File: config.mk
export PLATFORM = sky130hd
export DESIGN_NAME = swg_dyn_loop_controller
export DESIGN_NICKNAME = d
export VERILOG_FILES = /design/src/rtl/swg_dyn_loop_controller.sv
export SDC_FILE = /design/constraint.sdc
export NUM_CORES = 1
export LEC_CHECK = 0
export ABC_AREA = 0
export CAP_MARGIN = 40
export CORE_MARGIN = 4
export CORE_UTILIZATION = 50
export CTS_CLUSTER_SIZE = 30
export DETAILED_ROUTE_END_ITERATION = 8
export PLACE_DENSITY_LB_ADDON = 0.25
export SLEW_MARGIN = 20
export SYNTH_ARGS = -nofsm -noshare
export SYNTH_HDL_FRONTEND = slang
export SYNTH_SLANG_ARGS = --single-unit
File: constraint.sdc
create_clock -name ap_clk -period 3.4 [get_ports ap_clk]
set_input_delay 0.68 -clock ap_clk [delete_from_list [all_inputs] [get_ports ap_clk]]
set_output_delay 0.68 -clock ap_clk [all_outputs]
set_load 0.02 [all_outputs]
File: src/rtl/swg_dyn_loop_controller.sv
// swg_dyn_loop_controller
// Walks a five-deep loop nest (h > w > kh > kw > simd, simd innermost) and
// reports, for each datapath advance, which signed address increment and
// which tail increment applies at the current position in the nest.
//
// Ports:
//   ap_clk, ap_rst         clock and synchronous active-high reset
//   cfg_valid / cfg_ready  configuration handshake (accepted only in IDLE)
//   cfg_loop_*             loop iteration counts minus one (unsigned)
//   cfg_incr_*             signed head increments
//   cfg_tail_*             unsigned tail increments
//   cfg_repeat             restart the same nest after every feature map
//   stop_req               leave repeat mode at the next feature-map end
//   advance                datapath consumed the current increment
//   addr_incr, tail_incr   increments for the current advance
//   busy                   high while walking a map (RUN)
//   fm_done                one-cycle pulse after the final advance of a map
module swg_dyn_loop_controller #(
    parameter int INCR_BITWIDTH = 9,
    parameter int CNT_BITWIDTH  = 16
) (
    input  logic                     ap_clk,
    input  logic                     ap_rst,
    input  logic                     cfg_valid,
    output logic                     cfg_ready,
    input  logic [CNT_BITWIDTH-1:0]  cfg_loop_h,
    input  logic [CNT_BITWIDTH-1:0]  cfg_loop_w,
    input  logic [CNT_BITWIDTH-1:0]  cfg_loop_kh,
    input  logic [CNT_BITWIDTH-1:0]  cfg_loop_kw,
    input  logic [CNT_BITWIDTH-1:0]  cfg_loop_simd,
    input  logic [INCR_BITWIDTH-1:0] cfg_incr_simd,
    input  logic [INCR_BITWIDTH-1:0] cfg_incr_kw,
    input  logic [INCR_BITWIDTH-1:0] cfg_incr_kh,
    input  logic [INCR_BITWIDTH-1:0] cfg_incr_w,
    input  logic [INCR_BITWIDTH-1:0] cfg_incr_h,
    input  logic [INCR_BITWIDTH-1:0] cfg_tail_w,
    input  logic [INCR_BITWIDTH-1:0] cfg_tail_h,
    input  logic [INCR_BITWIDTH-1:0] cfg_tail_last,
    input  logic                     cfg_repeat,
    input  logic                     stop_req,
    input  logic                     advance,
    output logic [INCR_BITWIDTH-1:0] addr_incr,
    output logic [INCR_BITWIDTH-1:0] tail_incr,
    output logic                     busy,
    output logic                     fm_done
);

    typedef enum logic [0:0] {ST_IDLE = 1'b0, ST_RUN = 1'b1} state_t;
    typedef enum logic [2:0] {
        SEL_NONE = 3'd0, SEL_SIMD = 3'd1, SEL_KW = 3'd2,
        SEL_KH = 3'd3, SEL_W = 3'd4, SEL_H = 3'd5
    } sel_t;

    localparam logic [CNT_BITWIDTH-1:0]  CNT_ZERO  = {CNT_BITWIDTH{1'b0}};
    localparam logic [CNT_BITWIDTH-1:0]  CNT_ONE   = {{(CNT_BITWIDTH-1){1'b0}}, 1'b1};
    localparam logic [INCR_BITWIDTH-1:0] INCR_ZERO = {INCR_BITWIDTH{1'b0}};

    state_t                   state_r;
    logic                     fm_done_r;
    logic                     repeat_r;
    logic [CNT_BITWIDTH-1:0]  loop_h_r, loop_w_r, loop_kh_r, loop_kw_r, loop_simd_r;
    logic [CNT_BITWIDTH-1:0]  cnt_h_r, cnt_w_r, cnt_kh_r, cnt_kw_r, cnt_simd_r;
    logic [INCR_BITWIDTH-1:0] incr_simd_r, incr_kw_r, incr_kh_r, incr_w_r, incr_h_r;
    logic [INCR_BITWIDTH-1:0] tail_w_r, tail_h_r, tail_last_r;

    sel_t                     sel_s;
    logic                     cfg_ready_s;
    logic [INCR_BITWIDTH-1:0] addr_incr_s;
    logic [INCR_BITWIDTH-1:0] tail_incr_s;

    // Innermost non-zero counter decides which loop the next advance steps.
    always_comb begin
        sel_s = SEL_NONE;
        if (cnt_simd_r != CNT_ZERO) begin
            sel_s = SEL_SIMD;
        end else if (cnt_kw_r != CNT_ZERO) begin
            sel_s = SEL_KW;
        end else if (cnt_kh_r != CNT_ZERO) begin
            sel_s = SEL_KH;
        end else if (cnt_w_r != CNT_ZERO) begin
            sel_s = SEL_W;
        end else if (cnt_h_r != CNT_ZERO) begin
            sel_s = SEL_H;
        end else begin
            sel_s = SEL_NONE;
        end
    end

    // Increment lookup; both increments are forced to zero outside RUN.
    always_comb begin
        addr_incr_s = INCR_ZERO;
        tail_incr_s = INCR_ZERO;
        if (state_r == ST_RUN) begin
            case (sel_s)
                SEL_SIMD: addr_incr_s = incr_simd_r;
                SEL_KW:   addr_incr_s = incr_kw_r;
                SEL_KH:   addr_incr_s = incr_kh_r;
                SEL_W:    addr_incr_s = incr_w_r;
                SEL_H:    addr_incr_s = incr_h_r;
                default:  addr_incr_s = INCR_ZERO;
            endcase
            // Tail selection looks only at the two outer counters.
            if (cnt_w_r != CNT_ZERO) begin
                tail_incr_s = tail_w_r;
            end else if (cnt_h_r != CNT_ZERO) begin
                tail_incr_s = tail_h_r;
            end else begin
                tail_incr_s = tail_last_r;
            end
        end else begin
            addr_incr_s = INCR_ZERO;
            tail_incr_s = INCR_ZERO;
        end
    end

    // Ready is suppressed during reset so no handshake can complete then.
    always_comb begin
        cfg_ready_s = (state_r == ST_IDLE) && !ap_rst;
    end

    // Controller state, latched configuration and loop counters.
    always_ff @(posedge ap_clk) begin
        if (ap_rst) begin
            state_r     <= ST_IDLE;
            fm_done_r   <= 1'b0;
            repeat_r    <= 1'b0;
            loop_h_r    <= CNT_ZERO;
            loop_w_r    <= CNT_ZERO;
            loop_kh_r   <= CNT_ZERO;
            loop_kw_r   <= CNT_ZERO;
            loop_simd_r <= CNT_ZERO;
            cnt_h_r     <= CNT_ZERO;
            cnt_w_r     <= CNT_ZERO;
            cnt_kh_r    <= CNT_ZERO;
            cnt_kw_r    <= CNT_ZERO;
            cnt_simd_r  <= CNT_ZERO;
            incr_simd_r <= INCR_ZERO;
            incr_kw_r   <= INCR_ZERO;
            incr_kh_r   <= INCR_ZERO;
            incr_w_r    <= INCR_ZERO;
            incr_h_r    <= INCR_ZERO;
            tail_w_r    <= INCR_ZERO;
            tail_h_r    <= INCR_ZERO;
            tail_last_r <= INCR_ZERO;
        end else begin
            fm_done_r <= 1'b0;
            case (state_r)
                ST_IDLE: begin
                    // advance is deliberately ignored here, even on the
                    // handshake cycle: the first step happens in RUN.
                    if (cfg_valid && cfg_ready_s) begin
                        state_r     <= ST_RUN;
                        repeat_r    <= cfg_repeat;
                        loop_h_r    <= cfg_loop_h;
                        loop_w_r    <= cfg_loop_w;
                        loop_kh_r   <= cfg_loop_kh;
                        loop_kw_r   <= cfg_loop_kw;
                        loop_simd_r <= cfg_loop_simd;
                        cnt_h_r     <= cfg_loop_h;
                        cnt_w_r     <= cfg_loop_w;
                        cnt_kh_r    <= cfg_loop_kh;
                        cnt_kw_r    <= cfg_loop_kw;
                        cnt_simd_r  <= cfg_loop_simd;
                        incr_simd_r <= cfg_incr_simd;
                        incr_kw_r   <= cfg_incr_kw;
                        incr_kh_r   <= cfg_incr_kh;
                        incr_w_r    <= cfg_incr_w;
                        incr_h_r    <= cfg_incr_h;
                        tail_w_r    <= cfg_tail_w;
                        tail_h_r    <= cfg_tail_h;
                        tail_last_r <= cfg_tail_last;
                    end
                end
                ST_RUN: begin
                    if (advance) begin
                        case (sel_s)
                            SEL_SIMD: begin
                                cnt_simd_r <= cnt_simd_r - CNT_ONE;
                            end
                            SEL_KW: begin
                                cnt_kw_r   <= cnt_kw_r - CNT_ONE;
                                cnt_simd_r <= loop_simd_r;
                            end
                            SEL_KH: begin
                                cnt_kh_r   <= cnt_kh_r - CNT_ONE;
                                cnt_kw_r   <= loop_kw_r;
                                cnt_simd_r <= loop_simd_r;
                            end
                            SEL_W: begin
                                cnt_w_r    <= cnt_w_r - CNT_ONE;
                                cnt_kh_r   <= loop_kh_r;
                                cnt_kw_r   <= loop_kw_r;
                                cnt_simd_r <= loop_simd_r;
                            end
                            SEL_H: begin
                                cnt_h_r    <= cnt_h_r - CNT_ONE;
                                cnt_w_r    <= loop_w_r;
                                cnt_kh_r   <= loop_kh_r;
                                cnt_kw_r   <= loop_kw_r;
                                cnt_simd_r <= loop_simd_r;
                            end
                            default: begin
                                // Final advance of the map: all counters are zero.
                                fm_done_r <= 1'b1;
                                if (repeat_r && !stop_req) begin
                                    cnt_h_r    <= loop_h_r;
                                    cnt_w_r    <= loop_w_r;
                                    cnt_kh_r   <= loop_kh_r;
                                    cnt_kw_r   <= loop_kw_r;
                                    cnt_simd_r <= loop_simd_r;
                                end else begin
                                    state_r <= ST_IDLE;
                                end
                            end
                        endcase
                    end
                end
                default: begin
                    state_r <= ST_IDLE;
                end
            endcase
        end
    end

    assign cfg_ready = cfg_ready_s;
    assign addr_incr = addr_incr_s;
    assign tail_incr = tail_incr_s;
    assign busy      = (state_r == ST_RUN);
    assign fm_done   = fm_done_r;

endmodule

Word level (Yosys, flattened, before mapping)

Cells that the tools add are included.

Input port bits: 158
Word-level logic and storage cells: 109
Output and inout bits: 21
Flip-flop bits (word level): 235

Equality and inequality tests: 16
Reductions and logical operators: 24
Multiplexer cells: 41
$add $sub $neg: 5
Bitwise logic cells: 2

Operator list:

| cell                                                  | count |
|---|---|
| two-way mux 16 bit                                    | 15 |
| one-hot mux 16 bit (2 select lines)                   | 7 |
| one-hot mux 16 bit (3 select lines)                   | 3 |
| nonzero test 16 bit                                   | 5 |
| subtractor 16 x 1 -> 16 bit, second input constant    | 5 |
| one-hot mux 9 bit (5 select lines)                    | 1 |
| two-way mux 9 bit                                     | 4 |
| AND reduction 4 bit                                   | 4 |
| two-way mux 3 bit                                     | 5 |
| inequality test 4 x 2 -> 1 bit, second input constant | 3 |
| inequality test 2 bit, second input constant          | 5 |
| OR reduction 3 bit                                    | 3 |
| OR reduction 4 bit                                    | 2 |
| equality test 3 x 2 -> 1 bit, second input constant   | 2 |
| equality test 3 bit, second input constant            | 2 |
| two-way mux 1 bit                                     | 5 |
| OR reduction 5 bit                                    | 1 |
| inequality test 4 x 1 -> 1 bit, second input constant | 1 |
| OR reduction 2 bit                                    | 2 |
| equality test 3 x 1 -> 1 bit, second input constant   | 1 |
| logical AND 1 bit                                     | 3 |
| inequality test 3 x 1 -> 1 bit, second input constant | 1 |
| AND reduction 3 bit                                   | 1 |
| zero test 1 bit                                       | 2 |
| other kinds (4)                                       | 5 |

Depth between registers and ports, before layout

Word-level depth: 11
Gate-level depth with buffers: 10
Gate-level depth less buffers: 8

Worst setup path before layout

OpenSTA, ideal clock, no wires.

Path kind: reg2out
Start: reg cnt_kh_r[2]
End: out addr_incr[4]
Path buffers: 3
Setup slack: -118 ps
Cell stages (with the launch flop): 9
Required time: 2720 ps
Data arrival time: 2838 ps
Path through: dfxtp_1 -> buf_2 -> or4_1 -> clkbuf_1 -> or4b_4 -> nor4_4 -> clkbuf_1 -> nand3_1 -> o22ai_1

Longest elaborated chain between the ends: 7
Elaborated cells between the ends (all ways): 11
Classes of those cells: eq/ne: 5; mux: 5; reduce/logical: 1

Ends and longest elaborated chain:

| what                                        | RTL line | source |
|---|---|---|
| start, declared                             | 62       | `logic [CNT_BITWIDTH-1:0] cnt_h_r, cnt_w_r, cnt_kh_r, cnt_kw_r, cnt_simd_r;` |
| start signal, assigned                      | 161      | `cnt_kh_r <= cfg_loop_kh;` |
| start signal, assigned                      | 185      | `cnt_kh_r <= cnt_kh_r - CNT_ONE;` |
| start signal, assigned                      | 191      | `cnt_kh_r <= loop_kh_r;` |
| nonzero test 16 bit (*)                     | 78       | `end else if (cnt_kh_r != CNT_ZERO) begin` |
| two-way mux 3 bit (*)                       | 78       |  |
| two-way mux 3 bit (*)                       | 76       | `end else if (cnt_kw_r != CNT_ZERO) begin` |
| two-way mux 3 bit (*)                       | 74       | `if (cnt_simd_r != CNT_ZERO) begin` |
| equality test 3 bit (tied with other cells) | 94       | `case (sel_s)` |
| one-hot mux 9 bit (5 select lines) (*)      | 94       |  |
| two-way mux 9 bit (*)                       | 93       | `if (state_r == ST_RUN) begin` |
| end, declared                               | 42       | `output logic [INCR_BITWIDTH-1:0] addr_incr,` |

Every way passes the cells marked *; elsewhere a longest branch is shown, timed or not.

Worst setup path in the final report

Start: reg cnt_h_r[1]
End: out addr_incr[1]

Longest elaborated chain between the ends: 9
Elaborated cells between the ends (all ways): 13
Classes of those cells: eq/ne: 5; mux: 7; reduce/logical: 1

Ends and longest elaborated chain:

| what                                        | RTL line | source |
|---|---|---|
| start, declared                             | 62       |  |
| start signal, assigned                      | 159      | `cnt_h_r <= cfg_loop_h;` |
| start signal, assigned                      | 196      | `cnt_h_r <= cnt_h_r - CNT_ONE;` |
| start signal, assigned                      | 206      | `cnt_h_r <= loop_h_r;` |
| nonzero test 16 bit (*)                     | 82       | `end else if (cnt_h_r != CNT_ZERO) begin` |
| two-way mux 3 bit (*)                       | 82       |  |
| two-way mux 3 bit (*)                       | 80       | `end else if (cnt_w_r != CNT_ZERO) begin` |
| two-way mux 3 bit (*)                       | 78       |  |
| two-way mux 3 bit (*)                       | 76       |  |
| two-way mux 3 bit (*)                       | 74       |  |
| equality test 3 bit (tied with other cells) | 94       |  |
| one-hot mux 9 bit (5 select lines) (*)      | 94       |  |
| two-way mux 9 bit (*)                       | 93       |  |

Marked as above.

==> qor.csv <==
metric;value;unit
slew_headroom;0.463;
fp.coreArea;23800;µm²
viasPerCell;5.90;
io_pins;179;
cap_violations;0;
ir_drop;0.000344;V
grt.overflow.total;0;
worst_ep_required_time;2.72;ns
p_int;5530;µW
fin_ws;-0.248;ns
busiest_layer;met2;
cts-root-buf;clkbuf_16;
r2r-start;cnt_h_r[1];
path_clk_slew;0.06;ns
htreeDepth;1;
cts.sinks;235;
reg2reg_slack;0.21;ns
synth_seq_area_share;0.386;
grtUsageMet3;0.0442;
fin_crit;3.65;ns
p_switching;2380;µW
vias;12900;
drcViolationCount;0;
synth_cell_type_count;62;
area_growth;32.0;%
nets;2006;
met1_usage;0.358;
cp-endpoint;addr_incr[1];
synth_top_area_frac;0.386;
die_height;164;µm
startpoint;cnt_h_r[1];
hold_depth;2;
avgSynthCellArea;7.50;µm²
async_flop_share;0;
hold_viol_final;0;
finalPower;7910;µW
power_per_cell_area;491;nW/µm²
wl_per_cell;17.6;µm
synth_warnings;0;
cts_max_path_buffers;3;
regArea;4710;µm²
timing.rr.end;cnt_h_r[4];
synth_edf_count;0;
fmax;274;MHz
dpl.hpwl;24.8;mm
leakagePower;0.00599;µW
failed_checks;setup timing;
ctsHoldBuffers;0;
io_buffers;178;
grt_pass1_wl;61.4;mm
critPathArrivalTime;2.97;ns
critPathCaptureType;primary output;
power_frac_comb;0.260;
synthFlopType;dfxtp_1;
setup_tns;-1.79;ns
cp_max_fo;12;
syn-num-nets;1791;
switching_share;0.301;
drtAntennaViolNets;0;
ff2ff_path_depth;15;
start_util;0.514;
grtUsageTotal;0.274;
finClkSkew;0.0115;ns
tightestPinTransition;0.799;ns
netlist_instances;1626;
drtPass1Iterations;5;
maxSlewViolCount;0;
fp.dieArea;27000;µm²
clkPwrFrac;0.350;
setup_violations;11;
grt_max_degree;176;
worstSkewPairLatency;0.54;ns
grt.met2_usage;0.459;
outcome;finished with violations;
synth_seq_cells;235;
drive_above_1_share;0.153;
die_x;164;µm
synth_area;12200;µm²
grt_pass1_vias;12400;
grt_antenna_before_repair;1;
drt-initial-drc-count;1103;
yosysTopAreaCell;dfxtp_1;
yosys-top-cells-area;dfxtp_1, nand2_1, a21oi_1, a311oi_1, clkbuf_1;
hold_path.class;flip-flop to flip-flop;
fillers;1960;
multi_input_area;7190;µm²
crit_path_start_kind;flip-flop;
cts_inserted_buffers;26;
worstSetupPathType;flip-flop to primary output;
num_rows;56;
cts_tree;done;
drt-total-wl;38.4;mm
timing.final.crit_share;1.07;
rsz0062_at_grt;true;
globalplace.congestion;0.901;
pwr-share-seq;0.389;
state kept, by name, indices dropped and copies added (netlist names), 16 cells and up:
name         cells
cnt_h_r         16
loop_w_r        16
loop_kh_r       16
loop_h_r        16
loop_simd_r     16
cnt_kh_r        16
cnt_simd_r      16
loop_kw_r       16
cnt_kw_r        16
cnt_w_r         16
cell usage in the layout, fill, tap and decap left out, types with 7 or more instances in the layout:
| cell | n |
|---|---|
| a21oi_1 | 222 |
| clkbuf_1 | 8 |
| a31oi_1 | 17 |
| inv_1 | 12 |
| nor3_1 | 34 |
| buf_4 | 134 |
| nand2_1 | 400 |
| nand4b_1 | 7 |
| nand3_2 | 7 |
| o211ai_1 | 14 |
| and3_1 | 12 |
| o21ai_1 | 7 |
| xnor2_1 | 30 |
| xor2_1 | 24 |
| o31ai_1 | 9 |
| a211oi_1 | 31 |
| clkbuf_16 | 27 |
| buf_6 | 15 |
| dfxtp_1 | 231 |
| nor4_1 | 18 |
| clkdlybuf4s50_1 | 159 |
| nand3_1 | 30 |
| nor2_1 | 97 |
| nand4_1 | 12 |
| mux2_2 | 11 |
| a21o_1 | 7 |
| or4_1 | 8 |
| or3_1 | 9 |
| mux2i_1 | 22 |
| a41oi_1 | 9 |
| a311oi_1 | 50 |
| a21boi_0 | 16 |
| o21ai_0 | 37 |
synthesized netlist by cell type (all sizes together), types with 29 or more instances:
| library cell | instances |
|---|---|
| a21oi | 226 |
| xnor2 | 30 |
| o21ai | 45 |
| a311oi | 50 |
| nand3 | 37 |
| dfxtp | 235 |
| nor2 | 97 |
| clkbuf | 112 |
| nand2 | 403 |
| a211oi | 37 |
| nor3 | 36 |
| mux2i | 29 |
worst min path at each step:
stage	startpoint	slack, ns	endpoint
floorplan	incr_kw_r[0]	0.43	incr_kw_r[0]
global placement	repeat_r	0.44	repeat_r
detailed placement	repeat_r	0.44	repeat_r
CTS	repeat_r	0.45	repeat_r
global route	loop_kw_r[5]	0.47	loop_kw_r[5]
finish	repeat_r	0.45	repeat_r
critical path, stage by stage (launching register included):
cell and delay, ns:
dfxtp_2 0.32, inv_2 0.06, ha_4 0.12, or4b_4 0.46
nor4_4 0.21, buf_4 0.18, buf_6 0.10, o211ai_1 0.09
buf_4 0.20, nand3_1 0.08, a21oi_1 0.07, or3_1 0.38
buf_6 0.15
what timing repair did:
| item | 4_1_cts | 5_1_grt |
|---|---|---|
| gates resized for setup | 131 | 31 |
| setup endpoints to repair | 18 | 24 |
| setup buffers | 9 | 2 |
| gates cloned | 1 | 0 |
| endpoints found under the hold margin | 0 | 0 |
| pin swaps | 28 | 9 |
power groups by stage:
stage                     registers [µW]  logic [µW]  clock network, µW
final                               3080        2060               2770
after global routing                3100        2240               2920
after CTS                           3070        2000               2800
after detailed placement            3130        1930                  0
after global placement              3120        1910                  0
after floorplan                     3110        1160                  0
per-layer routing:
layer / part of all wire / wire (µm)
met3: 0.072 / 2770
met5: 0.00034 / 13
met2: 0.47 / 18200
met4: 0.026 / 1010
met1: 0.43 / 16400
cell families after synthesis:
logic type / count (synthesis) / synth area share
AOI/OAI and AO/OA: 465 / 0.240
muxes: 41 / 0.0349
and+or+nand+nor: 678 / 0.247
adders and majority gates: 7 / 0.00718
buffers and inverters: 146 / 0.0468
DFF: 235 / 0.386
xor gates and xnor gates: 54 / 0.0388
cell type report:
class / count / area share
Multi-Input combinational cell: 1245 / 0.447
Sequential cell: 235 / 0.293
Timing Repair Buffer: 318 / 0.181
Clock buffer: 41 / 0.0489
Tap cell: 319 / 0.0248
Inverter: 15 / 0.00350
Clock inverter: 3 / 0.00249
Antenna cell: 2 / 0.000311
stage by stage:
step | util | setup slack [ns] | cell area (µm²) | hold WS (ns) | cells
after floorplan | - | 0.00114 | 12200 | 0.431 | 1626
after global placement | 0.629 | -0.246 | 14900 | 0.438 | 2119
after detailed placement | 0.629 | -0.288 | 14900 | 0.444 | 2119
after CTS | 0.671 | -0.306 | 15900 | 0.452 | 2173
after global routing | 0.678 | -0.342 | 16100 | 0.469 | 2176
final | 0.678 | -0.248 | 16100 | 0.449 | 2178
No activity file was read; power rests on OpenSTA's default activity.
